## config.mk

```make
export PLATFORM = sky130hd
export DESIGN_NAME = microblaze_bram_port_arbiter
export DESIGN_NICKNAME = d
export VERILOG_FILES = /design/src/rtl/microblaze_bram_port_arbiter.sv
export SDC_FILE = /design/constraint.sdc
export NUM_CORES = 1
export LEC_CHECK = 0
export CORE_AREA = 4 4 129 131
export DETAILED_ROUTE_END_ITERATION = 8
export DIE_AREA = 0 0 133 135
export PLACE_DENSITY = 0.83
export SLEW_MARGIN = 5
export SYNTH_ARGS = -nofsm -noshare
export SYNTH_HDL_FRONTEND = slang
export SYNTH_SLANG_ARGS = --single-unit
```

## constraint.sdc

```tcl
create_clock -name BRAM_Clk -period 6.4 [get_ports BRAM_Clk]
set_clock_uncertainty 0.05 [all_clocks]
set_input_delay 1.28 -clock BRAM_Clk [delete_from_list [all_inputs] [get_ports BRAM_Clk]]
set_output_delay 1.28 -clock BRAM_Clk [all_outputs]
set_load 0.05 [all_outputs]
```

## src/rtl/microblaze_bram_port_arbiter.sv

```systemverilog
// microblaze_bram_port_arbiter
// Round-robin arbiter sharing one port of the MicroBlaze local BRAM between
// two request/acknowledge masters. One access is in flight at a time; each
// access walks IDLE -> ISSUE -> CAPTURE. Out-of-range accesses never enable
// the BRAM and complete with an error acknowledge.
module microblaze_bram_port_arbiter #(
  parameter int unsigned C_MEMSIZE     = 32'h0000_8000,
  parameter int unsigned C_PORT_DWIDTH = 32,
  parameter int unsigned C_PORT_AWIDTH = 32,
  parameter int unsigned C_NUM_WE      = 4
) (
  input  logic                     BRAM_Clk,
  input  logic                     BRAM_Rst_N,
  input  logic                     M0_Req,
  input  logic [C_NUM_WE-1:0]      M0_WE,
  input  logic [C_PORT_AWIDTH-1:0] M0_Addr,
  input  logic [C_PORT_DWIDTH-1:0] M0_WData,
  output logic                     M0_Ack,
  output logic                     M0_Err,
  output logic [C_PORT_DWIDTH-1:0] M0_RData,
  input  logic                     M1_Req,
  input  logic [C_NUM_WE-1:0]      M1_WE,
  input  logic [C_PORT_AWIDTH-1:0] M1_Addr,
  input  logic [C_PORT_DWIDTH-1:0] M1_WData,
  output logic                     M1_Ack,
  output logic                     M1_Err,
  output logic [C_PORT_DWIDTH-1:0] M1_RData,
  output logic                     BRAM_EN,
  output logic [C_NUM_WE-1:0]      BRAM_WEN,
  output logic [C_PORT_AWIDTH-1:0] BRAM_Addr,
  output logic [C_PORT_DWIDTH-1:0] BRAM_Dout,
  input  logic [C_PORT_DWIDTH-1:0] BRAM_Din
);

  localparam logic [C_PORT_AWIDTH-1:0] MEM_LIMIT = C_PORT_AWIDTH'(C_MEMSIZE);
  localparam logic [C_NUM_WE-1:0]      WE_NONE   = {C_NUM_WE{1'b0}};

  typedef enum logic [1:0] {
    ST_IDLE    = 2'b00,
    ST_ISSUE   = 2'b01,
    ST_CAPTURE = 2'b10
  } state_t;

  // True when a byte address falls outside the BRAM.
  function automatic logic addr_out_of_range(input logic [C_PORT_AWIDTH-1:0] addr);
    return (addr >= MEM_LIMIT);
  endfunction

  logic [1:0]               rst_sync_r;
  logic                     rst_n_s;
  state_t                   state_r;
  logic                     last_grant_r;  // 0 = M0, 1 = M1
  logic                     gnt_id_r;
  logic [C_NUM_WE-1:0]      we_r;
  logic                     oor_r;

  logic                     elig0_s;
  logic                     elig1_s;
  logic                     grant_valid_s;
  logic                     grant_id_s;
  logic [C_NUM_WE-1:0]      sel_we_s;
  logic [C_PORT_AWIDTH-1:0] sel_addr_s;
  logic [C_PORT_DWIDTH-1:0] sel_wdata_s;
  logic                     sel_oor_s;

  // Reset asserts immediately and releases two rising edges after BRAM_Rst_N rises.
  always_ff @(posedge BRAM_Clk or negedge BRAM_Rst_N) begin
    if (!BRAM_Rst_N) begin
      rst_sync_r <= 2'b00;
    end else begin
      rst_sync_r <= {rst_sync_r[0], 1'b1};
    end
  end

  assign rst_n_s = rst_sync_r[1];

  // Pick a requester: a master being acknowledged this cycle sits out, ties go to the one not granted last.
  always_comb begin
    elig0_s       = M0_Req & ~M0_Ack;
    elig1_s       = M1_Req & ~M1_Ack;
    grant_valid_s = elig0_s | elig1_s;
    if (elig0_s && elig1_s) begin
      grant_id_s = ~last_grant_r;
    end else if (elig1_s) begin
      grant_id_s = 1'b1;
    end else begin
      grant_id_s = 1'b0;
    end
  end

  // Route the chosen master's qualifiers and range-check its address.
  always_comb begin
    if (grant_id_s) begin
      sel_we_s    = M1_WE;
      sel_addr_s  = M1_Addr;
      sel_wdata_s = M1_WData;
    end else begin
      sel_we_s    = M0_WE;
      sel_addr_s  = M0_Addr;
      sel_wdata_s = M0_WData;
    end
    sel_oor_s = addr_out_of_range(sel_addr_s);
  end

  // Transaction sequencer; every output is a register driven from here.
  always_ff @(posedge BRAM_Clk or negedge rst_n_s) begin
    if (!rst_n_s) begin
      state_r      <= ST_IDLE;
      last_grant_r <= 1'b1;
      gnt_id_r     <= 1'b0;
      we_r         <= WE_NONE;
      oor_r        <= 1'b0;
      BRAM_EN      <= 1'b0;
      BRAM_WEN     <= WE_NONE;
      BRAM_Addr    <= {C_PORT_AWIDTH{1'b0}};
      BRAM_Dout    <= {C_PORT_DWIDTH{1'b0}};
      M0_Ack       <= 1'b0;
      M0_Err       <= 1'b0;
      M0_RData     <= {C_PORT_DWIDTH{1'b0}};
      M1_Ack       <= 1'b0;
      M1_Err       <= 1'b0;
      M1_RData     <= {C_PORT_DWIDTH{1'b0}};
    end else begin
      case (state_r)
        ST_IDLE: begin
          M0_Ack <= 1'b0;
          M0_Err <= 1'b0;
          M1_Ack <= 1'b0;
          M1_Err <= 1'b0;
          if (grant_valid_s) begin
            gnt_id_r     <= grant_id_s;
            last_grant_r <= grant_id_s;
            we_r         <= sel_we_s;
            oor_r        <= sel_oor_s;
            BRAM_EN      <= ~sel_oor_s;
            BRAM_WEN     <= sel_oor_s ? WE_NONE : sel_we_s;
            BRAM_Addr    <= {sel_addr_s[C_PORT_AWIDTH-1:2], 2'b00};
            BRAM_Dout    <= sel_wdata_s;
            state_r      <= ST_ISSUE;
          end else begin
            BRAM_EN  <= 1'b0;
            BRAM_WEN <= WE_NONE;
            state_r  <= ST_IDLE;
          end
        end
        ST_ISSUE: begin
          BRAM_EN  <= 1'b0;
          BRAM_WEN <= WE_NONE;
          state_r  <= ST_CAPTURE;
        end
        ST_CAPTURE: begin
          BRAM_EN  <= 1'b0;
          BRAM_WEN <= WE_NONE;
          if (gnt_id_r) begin
            M1_Ack <= 1'b1;
            M1_Err <= oor_r;
            if (!oor_r && (we_r == WE_NONE)) begin
              M1_RData <= BRAM_Din;
            end
          end else begin
            M0_Ack <= 1'b1;
            M0_Err <= oor_r;
            if (!oor_r && (we_r == WE_NONE)) begin
              M0_RData <= BRAM_Din;
            end
          end
          state_r <= ST_IDLE;
        end
        default: begin
          BRAM_EN  <= 1'b0;
          BRAM_WEN <= WE_NONE;
          M0_Ack   <= 1'b0;
          M0_Err   <= 1'b0;
          M1_Ack   <= 1'b0;
          M1_Err   <= 1'b0;
          state_r  <= ST_IDLE;
        end
      endcase
    end
  end

endmodule

```

==> results of run 1 <==
[layout make-up]
class / count / share of cell area
Multi-Input combinational cell: 311 / 0.231
Tap cell: 216 / 0.0272
Clock inverter: 13 / 0.0184
Timing Repair Buffer: 306 / 0.309
Sequential cell: 146 / 0.369
Clock buffer: 19 / 0.0446
Inverter: 3 / 0.00113
[registers in the layout, summed over array words and instances, names as in the netlist]
name,flops
oor_r,1
BRAM_EN,1
BRAM_WEN,4
M0_Ack,1
state_r,2
BRAM_Addr,30
gnt_id_r,1
last_grant_r,1
we_r,4
M1_Err,1
M0_Err,1
M1_RData,32
BRAM_Dout,32
rst_sync_r,2
M0_RData,32
M1_Ack,1
[power groups by stage]
stage                     clock, mW  combinational [mW]  sequential (mW)
after floorplan                   0               0.536             2.04
after global placement            0                1.93             1.32
after detailed placement          0                1.96             1.33
after CTS                      1.07                1.97             1.32
after global routing           1.10                2.07             1.35
final                          1.04                1.94             1.32
[metrics by stage]
step / util / instance area, µm² / setup slack, ns
6_report: 0.636 / 9920 / 3.08
3_3_place_gp: 0.596 / 9300 / 2.70
5_1_grt: 0.636 / 9920 / 2.91
3_5_place_dp: 0.596 / 9300 / 2.62
2_1_floorplan: - / 6110 / 1.98
4_1_cts: 0.636 / 9920 / 3.04
[layout by cell type (no fill, tap or decap), types with 2 or more instances in the layout]
cell             instances
nor2b_1                  3
nor4_4                   2
nand4_1                  2
clkdlybuf4s50_1        302
a21oi_1                  4
clkinv_2                 3
mux2_1                   6
mux2_2                  58
bufinv_16                4
or3_1                    2
nand2b_1                 2
clkinvlp_4               4
nor2_1                   2
dfrtp_1                144
clkbuf_16               17
buf_4                    3
o21ai_0                 70
inv_1                    3
mux2i_1                 68
conb_1                   3
nor4_1                   7
nand2_1                 73
[routing by layer]
layer | global-route usage | up-vias
li1 | - | 2302
met3 | 0.0756 | 30
met2 | 0.319 | 209
met4 | 0.0699 | 0
met1 | 0.218 | 2252
met5 | 0 | -
[final timing paths]
path,end,slack (ns),depth (start not counted)
setup / recovery,we_r[2],3.08,5
hold / removal,rst_sync_r[1],0.30,0
setup reg to reg,we_r[2],4.01,4
hold reg to reg,rst_sync_r[1],0.30,0
max in group asynchronous,BRAM_Addr[24],4.41,1
min in group asynchronous,BRAM_Addr[12],0.41,0
[cell families after synthesis]
group	count (synthesis)	synth area share
AOI/OAI and AO/OA	78	0.0659
buffers and inverters	34	0.0307
DFF	146	0.598
muxes	132	0.229
other	2	0.00123
and+or+nand+nor	98	0.0747
==> reports/results.ini, run 1 <==
[detailed_routing]
final_antenna_net_count = 0
viasPerCell = 4.73
wl_mm = 17.0
wl_met3_mm = 1.56
drc = 0
wl_per_cell_um = 16.7
vias = 4793
wl_met2_mm = 8.35
drt_pass1_iterations = 4
routed.top_layer = met4
drt_iter0_drc = 201
wirelength_met1_mm = 6.67

[cts]
h-tree-depth = 4
clock_latency_ns = 0.41
cts_root_buffer = clkbuf_16
clock_sinks = 146
cts_resized = 0
clk_pin_slew_ns = 0.06
postCtsSetupBuffers = 0
cts_made_buffers = 17
cts_tree = built
clock_path_buffers = 2
ctsHoldBuffers = 0

[finish]
area_delta_synth_final_pct = 62.4
drive_gt1_frac = 0.125
antenna_cells = 0
multi_input_area_mm2 = 0.00229
fin_nets = 957
final_cells = 1014
fillers = 1233
seq_area_mm2 = 0.00366

[timing]
hold_ws_ns = 0.304
finalCritPeriodShare = 0.518
clock.fmax_mhz = 302
fin_tns_setup_ns = 0
slew_viol_final = 0
finalCriticalPeriod_ns = 3.32
hold_viol = 0
setup_violations = 0
rsz0062_at_grt = false
worst_pin_slew_ns = 1.15
max-slew-margin-rel = 0.231

[outcome]
status = complete, no violations

[grt]
grt_pass1_wl_mm = 26.6
grt-ovfl-total = 0
track_usage = 0.189
grt_max_degree = 95
antenna_found_initial = 0
grt_pass1_vias = 5098

[worst_setup_path]
cp-startpoint = M1_Req
crit_family = simple AND/OR/NAND/NOR gates
cp_data_required_time_ns = 6.61
r2r-start = M1_Ack
cp-end-kind = register
critPathMaxFanout = 66
crit_path_top_delay_cell = nand2_4
max_stage_delay_ns = 0.72
critical_path_arrival_ns = 3.53
crit_chain = clkdlybuf4s50_1 -> nor2b_1 -> nand2_4 -> mux2i_1 -> o21ai_0
crit_type = in2reg
start_kind = primary input
crit_buf_inv = 1

[pwr]
switchingPower_mw = 1.80
seq_power_share = 0.307
ir_worst_vdd_uv = 325
comb_power_share = 0.451
finalPower_mw = 4.30
power.density_mw_per_mm2 = 433
p_clk_frac = 0.243
p_int_mw = 2.50
p_leak_nw = 4.53
p_sw_frac = 0.418

[min_path]
hold_path.class = reg2reg
hold_start = rst_sync_r[0]

[die]
initial_utilization = 0.392
dieArea_mm2 = 0.0180
dieHeight_um = 135
die_w_um = 133
rows = 46
core_area_mm2 = 0.0156
io_pins = 309

[synthesis]
async_flop_share = 1.00
syn_area_mm2 = 0.00611
ys_top_cells_by_area = dfrtp_1 (59%), mux2i_1 (11%), mux2_2 (11%), o21ai_0 (5.7%), nand2_1 (4.5%)
yosysWarnings = 0
synth_enable_flop_cells = 0
synth_largest_area_cell = dfrtp_1
synth-main-ff-cell = dfrtp_1
synth_cells = 490
ys_seq_area_frac = 0.598
yosysMostFrequentCell = dfrtp_1
ys_types = 30
synth-seq-cells = 146
synthTopCellsByCount = dfrtp_1 (145), nand2_1 (74), o21ai_0 (70), mux2i_1 (68), mux2_2 (58)
syn_area_per_cell_um2 = 12.5
yosys.area.top_type_share = 0.594

[place]
portBuffers = 302
gp_congestion = 0.880
dp.cells = 982
post-dp-hpwl_mm = 12.8

[flow_run]
maxCapViolCount = 0

Power figures use the tool's default switching activity.
==> run 2, diff against run 1 <==
--- a/config.mk
+++ b/config.mk
@@ -5,10 +5,10 @@
 export SDC_FILE = /design/constraint.sdc
 export NUM_CORES = 1
 export LEC_CHECK = 0
-export CORE_AREA = 4 4 129 131
+export CORE_AREA = 4 4 136 138
 export DETAILED_ROUTE_END_ITERATION = 8
-export DIE_AREA = 0 0 133 135
-export PLACE_DENSITY = 0.83
+export DIE_AREA = 0 0 140 142
+export PLACE_DENSITY = 0.79
 export SLEW_MARGIN = 5
 export SYNTH_ARGS = -nofsm -noshare
 export SYNTH_HDL_FRONTEND = slang
==> constraint.sdc (replaced) <==
create_clock -name BRAM_Clk -period 3 [get_ports BRAM_Clk]
set_clock_uncertainty 0.05 [all_clocks]
set_input_delay 0.6 -clock BRAM_Clk [delete_from_list [all_inputs] [get_ports BRAM_Clk]]
set_output_delay 0.6 -clock BRAM_Clk [all_outputs]
set_load 0.05 [all_outputs]
==> run 2 against run 1 <==
Final area grew 0.40%. Global-route usage fell by 1.7 points. Die area is 11% higher. Final cell count rose by 1.7%. Critical path depth down 4. Total power increased by 110%. Hold slack got worse by 0.14 ns. Sequential power rose by 110%. Critical endpoint is now M0_Ack. Setup slack worse by 2.4 ns. Routed wire length is 0.17% lower. Combinational power rose by 120%.
==> reports/results.ini, run 2 (synthesis gave the netlist of run 1 again) <==
[outcome]
status = complete, no violations

[finish]
drive_gt1_frac = 0.135  ; +0.00992
seq_area_mm2 = 0.00366  ; unchanged
antenna_cells = 0  ; unchanged
area_delta_synth_final_pct = 63.0
fin_nets = 965  ; +0.84%
top_regs = BRAM_Dout (32), M0_RData (32), M1_RData (32)
layout_commonest_cell = clkdlybuf4s50_1
multi_input_area_mm2 = 0.00229  ; unchanged
fillers = 1489  ; +21%
final_cells = 1031  ; +1.7%
layout_common_cells = clkdlybuf4s50_1 (302), dfrtp_1 (144), nand2_1 (73)

[place]
portBuffers = 302  ; unchanged
post-dp-hpwl_mm = 13.3  ; +3.9%
dpl_worst_slack_ns = 0.559  ; -2.06 ns
gp_congestion = 0.837  ; -4.8%
dp.cells = 999  ; +1.7%

[worst_setup_path]
reg2reg_depth = 4  ; unchanged
critPathMaxFanout = 4  ; -94%
critical_path_arrival_ns = 1.68  ; -1.85 ns
r2r-end = M0_RData[3]
crit_chain = clkdlybuf4s50_1
cp_data_required_time_ns = 2.35  ; -4.26 ns
crit_path_top_delay_cell = clkdlybuf4s50_1
start_kind = register
r2r-start = we_r[0]
max_stage_delay_ns = 0.87  ; +0.15 ns
ff2ff_setup_slack_ns = 0.80  ; -3.21 ns
cp-end-kind = output port
crit_type = reg2out
crit_buf_inv = 1  ; unchanged
crit_family = buffers and inverters

[cts]
h-tree-depth = 4  ; unchanged
cts_root_buffer = clkbuf_16
ctsHoldBuffers = 0  ; unchanged
postCtsSetupBuffers = 0  ; unchanged
cts_made_buffers = 17  ; unchanged
cts_tree = built
clock_path_buffers = 2  ; unchanged
clk_pin_slew_ns = 0.07  ; about the same
clock_sinks = 146  ; unchanged
clock_latency_ns = 0.41  ; about the same
cts_resized = 0  ; unchanged

[die]
die_w_um = 140  ; +5.3%
dieArea_mm2 = 0.0199  ; +11%
rows = 48  ; +4.3%
dieHeight_um = 142  ; +5.2%
initial_utilization = 0.356  ; -0.0360
io_pins = 309  ; unchanged
core_area_mm2 = 0.0172  ; +10%

[detailed_routing]
wl_mm = 16.9  ; -0.17%
wl_per_cell_um = 16.4  ; -1.8%
drt_pass1_iterations = 4  ; unchanged
drt_iter0_drc = 127  ; -37%
viasPerCell = 4.67  ; -1.3%
final_antenna_net_count = 0  ; unchanged
vias = 4811  ; +0.38%
drc = 0  ; unchanged

[timing]
fin_ws_ns = 0.667  ; -2.42 ns
setup_violations = 0  ; unchanged
worst_pin_slew_ns = 0.577  ; -0.577 ns
finalCriticalPeriod_ns = 2.33
hold_viol = 0  ; unchanged
slew_viol_final = 0  ; unchanged
finalCritPeriodShare = 0.778
rsz0062_at_grt = false
max-slew-margin-rel = 0.614  ; +0.383
clock.fmax_mhz = 429
fin_tns_setup_ns = 0  ; unchanged

[min_path]
hold_path.class = reg2async

[grt]
grt_pass1_vias = 5005  ; -1.8%
grt-ovfl-total = 0  ; unchanged
track_usage = 0.172  ; -0.0171
grt_pass1_wl_mm = 26.8  ; +0.68%
antenna_found_initial = 0  ; unchanged
grt_max_degree = 90  ; -5.3%

[pwr]
ir_worst_vdd_uv = 611  ; +88%
p_leak_nw = 4.56  ; +0.58%
finalPower_mw = 9.01  ; +110%
power.density_mw_per_mm2 = 905  ; +110%

[flow_run]
maxCapViolCount = 0  ; unchanged

## run 2: cell types whose count changed in the layout (fill, tap and decap cells not counted), moves of 2 or more
cell       previous run  this run
inv_6                 1         8
buf_4                 3         9
bufinv_16             4         1
buf_12                1         3
## run 2: layout make-up
| type | instances | area share |
|---|---|---|
| clock buffer | 17 | 0.0427 |
| timing repair buffer | 314 | 0.316 |
| tap | 225 | 0.0283 |
| multi-input combinational | 311 | 0.230 |
| inverter | 3 | 0.00113 |
| clock inverter | 15 | 0.0144 |
| sequential | 146 | 0.367 |
## run 2: metal layers
metal | vias up | wire (µm) | track usage
met5 | - | 0 | 0
met4 | 0 | 489 | 0.0719
met3 | 31 | 1330 | 0.0554
met2 | 215 | 8210 | 0.288
met1 | 2241 | 6920 | 0.207
li1 | 2324 | - | -
## run 2: power by group
part           total, mW  switching, mW  internal [mW]
logic               4.19           2.72           1.47
registers           2.79          0.297           2.49
clock network       2.03          0.868           1.16
total               9.01           3.88           5.13
## run 2: per-stage QoR
step	utilization	hold WS (ns)	area, µm²
2_1_floorplan	-	0.254	6120
3_3_place_gp	0.547	0.169	9390
3_5_place_dp	0.547	0.177	9390
4_1_cts	0.580	0.178	9960
5_1_grt	0.580	0.207	9960
6_report	0.580	0.168	9960
## run 2: how the worst max path moves through the flow
stage | startpoint | to | slack [ns] | cells past startpoint
finish | M0_Ack | M0_Ack | 0.67 | 1
detailed placement | M1_Req | oor_r | 0.56 | 6
global placement | M1_Req | oor_r | 0.57 | 6
global route | M0_Ack | M0_Ack | 0.62 | 1
CTS | M0_Ack | M0_Ack | 0.65 | 1
floorplan | rst_sync_r[1] | BRAM_Addr[10] | 0.53 | 0
## run 2: worst register-to-register path, cell delays in order (launching register included)
cell	delay, ns
dfrtp_1	0.38
or4_4	0.58
nor4_4	0.22
buf_4	0.44
mux2_2	0.42
==> run 3, diff against run 2 <==
==> constraint.sdc (replaced) <==
create_clock -name BRAM_Clk -period 2.09 [get_ports BRAM_Clk]
set_clock_uncertainty 0.05 [all_clocks]
set_input_delay 0.418 -clock BRAM_Clk [delete_from_list [all_inputs] [get_ports BRAM_Clk]]
set_output_delay 0.418 -clock BRAM_Clk [all_outputs]
set_load 0.05 [all_outputs]
==> run 3 against run 2 <==
Clock-buffer cell count unchanged. Critical path depth unchanged. Sequential cell count unchanged. First-iteration DRC count decreased by 9.4%. Final area increased by 4.3%. Largest power group unchanged. Combinational power increased by 47%. Final cell count increased by 1.8%. Sequential power increased by 43%. Clock power increased by 50%. Global-route usage increased by 0.20 points. Die area unchanged.
==> reports/results.ini, run 3 (synthesis gave the netlist of run 1 again) <==
[timing]
hold_viol = 0  ; unchanged
max-slew-margin-rel = 0.619  ; +0.00457
finalCritPeriodShare = 0.987
rsz0062_at_grt = true
finalCriticalPeriod_ns = 2.06
worst_pin_slew_ns = 0.571  ; -0.00598 ns
slew_viol_final = 0  ; unchanged
clock.fmax_mhz = 485
setup_violations = 0  ; unchanged

[min_path]
hold_path.class = in2async

[grt]
grt_pass1_vias = 5133  ; +2.6%
grt_pass1_wl_mm = 27.3  ; +1.9%
track_usage = 0.174  ; +0.00202
antenna_found_initial = 0  ; unchanged
grt_max_degree = 95  ; +5.6%
grt-ovfl-total = 0  ; unchanged

[cts]
cts_root_buffer = clkbuf_16
clk_pin_slew_ns = 0.07  ; about the same
clock_sinks = 146  ; unchanged
clock_path_buffers = 2  ; unchanged
clock_latency_ns = 0.41  ; about the same
cts_tree = built
h-tree-depth = 4  ; unchanged
cts_made_buffers = 17  ; unchanged
ctsHoldBuffers = 0  ; unchanged

[detailed_routing]
drt_iter0_drc = 115  ; -9.4%
drt_pass1_iterations = 4  ; unchanged
wl_per_cell_um = 16.9  ; +2.5%
vias = 4906  ; +2.0%
wirelength_met1_mm = 6.91  ; about the same
final_antenna_net_count = 0  ; unchanged
viasPerCell = 4.67  ; +0.13%
wl_mm = 17.7  ; +4.4%
drc = 0  ; unchanged
routed.top_layer = met4
wl_met2_mm = 9.05  ; +10%
wl_met3_mm = 1.51  ; +13%

[finish]
antenna_cells = 0  ; unchanged
drive_gt1_frac = 0.168  ; +0.0332
fin_nets = 984  ; +2.0%
top_regs = BRAM_Dout (32), M0_RData (32), M1_RData (32)
area_delta_synth_final_pct = 70.1
fin_util = 0.605  ; +0.0251
layout_commonest_cell = clkdlybuf4s50_1
layout_common_cells = clkdlybuf4s50_1 (213), dfrtp_1 (144), nand2_1 (73)

[place]
post-dp-hpwl_mm = 13.7  ; +3.4%
portBuffers = 302  ; unchanged
gp_congestion = 0.807  ; -3.6%

[die]
die_w_um = 140  ; unchanged
rows = 48  ; unchanged
dieArea_mm2 = 0.0199  ; unchanged
core_area_mm2 = 0.0172  ; unchanged
dieHeight_um = 142  ; unchanged
io_pins = 309  ; unchanged
initial_utilization = 0.356  ; unchanged

[worst_setup_path]
crit_family = buffers and inverters
r2r-start = we_r[0]
crit_type = reg2out
critPathMaxFanout = 2  ; -2
critical_path_arrival_ns = 1.60  ; -0.08 ns
max_stage_delay_ns = 0.84  ; -0.03 ns
crit_path_top_delay_cell = clkdlybuf4s50_1
cp-end-kind = output port
crit_buf_inv = 1  ; unchanged
cp-startpoint = M0_RData[26]
crit_chain = clkdlybuf4s50_1
start_kind = register
cp_data_required_time_ns = 1.62  ; -0.73 ns

[pwr]
p_leak_nw = 5.76  ; +26%
power.density_mw_per_mm2 = 1270  ; +40%
ir_worst_vdd_uv = 878  ; +44%
finalPower_mw = 13.2  ; +46%

[flow_run]
maxCapViolCount = 0  ; unchanged

[outcome]
status = complete, no violations

[run 3: cell types whose count changed in the layout (fill, tap and decap cells not counted), sizes merged]
cell           delta
buf              +29
clkinv            -1
dlymetal6s2s     +70
dlygate4sd2       +8
clkbuf            +1
clkdlybuf4s50    -89
bufinv            +1
[run 3: what timing repair did]
| action | CTS | global route |
|---|---|---|
| buffers inserted | 0 | 1 |
| hold endpoints to repair | 0 | 0 |
| endpoints found under the setup margin | 8 | 102 |
| resized for setup | 8 | 71 |
| cloned | 0 | 2 |
[run 3: final timing paths]
check | cells after the start | slack (ns) | endpoint
min in group BRAM_Clk | 0 | 0.31 | rst_sync_r[1]
max | 1 | 0.03 | M0_RData[26]
max in group asynchronous | 1 | 1.09 | M1_RData[17]
min reg2reg | 0 | 0.24 | BRAM_Addr[15]
min | 1 | 0.11 | rst_sync_r[0]
max reg2reg | 5 | 0.04 | M0_RData[14]
[run 3: final cells by class]
class | count | area, µm²
clock inverter | 15 | 169
clock buffer | 17 | 425
timing repair buffer | 333 | 3560
inverter | 3 | 11.3
sequential | 146 | 3660
tap | 225 | 282
fill | 1419 | 6780
multi-input combinational | 311 | 2290
[run 3: report_power, final]
part	leakage (nW)	internal (mW)	switching, mW
sequential	1.91	3.57	0.416
clock	0.284	1.79	1.26
combinational	3.57	2.20	3.95
[run 3: per-layer routing]
metal,vias to the layer above,global-route usage
met5,-,0
met4,0,0.0474
met3,17,0.0722
met2,202,0.306
met1,2314,0.197
li1,2373,-
[run 3: per-stage QoR]
step | instance area (µm²) | cells | worst slack (ns) | setup TNS, ns | hold WS [ns]
detailed placement | 9590 | 1015 | -0.0814 | -0.301 | 0.259
CTS | 10200 | 1047 | 0.000235 | 0 | 0.0898
floorplan | 6120 | 491 | 0.104 | 0 | 0.0724
global placement | 9590 | 1015 | -0.0569 | -0.152 | 0.262
global route | 10400 | 1050 | -0.0338 | -0.324 | 0.0935
finish | 10400 | 1050 | 0.0264 | 0 | 0.110
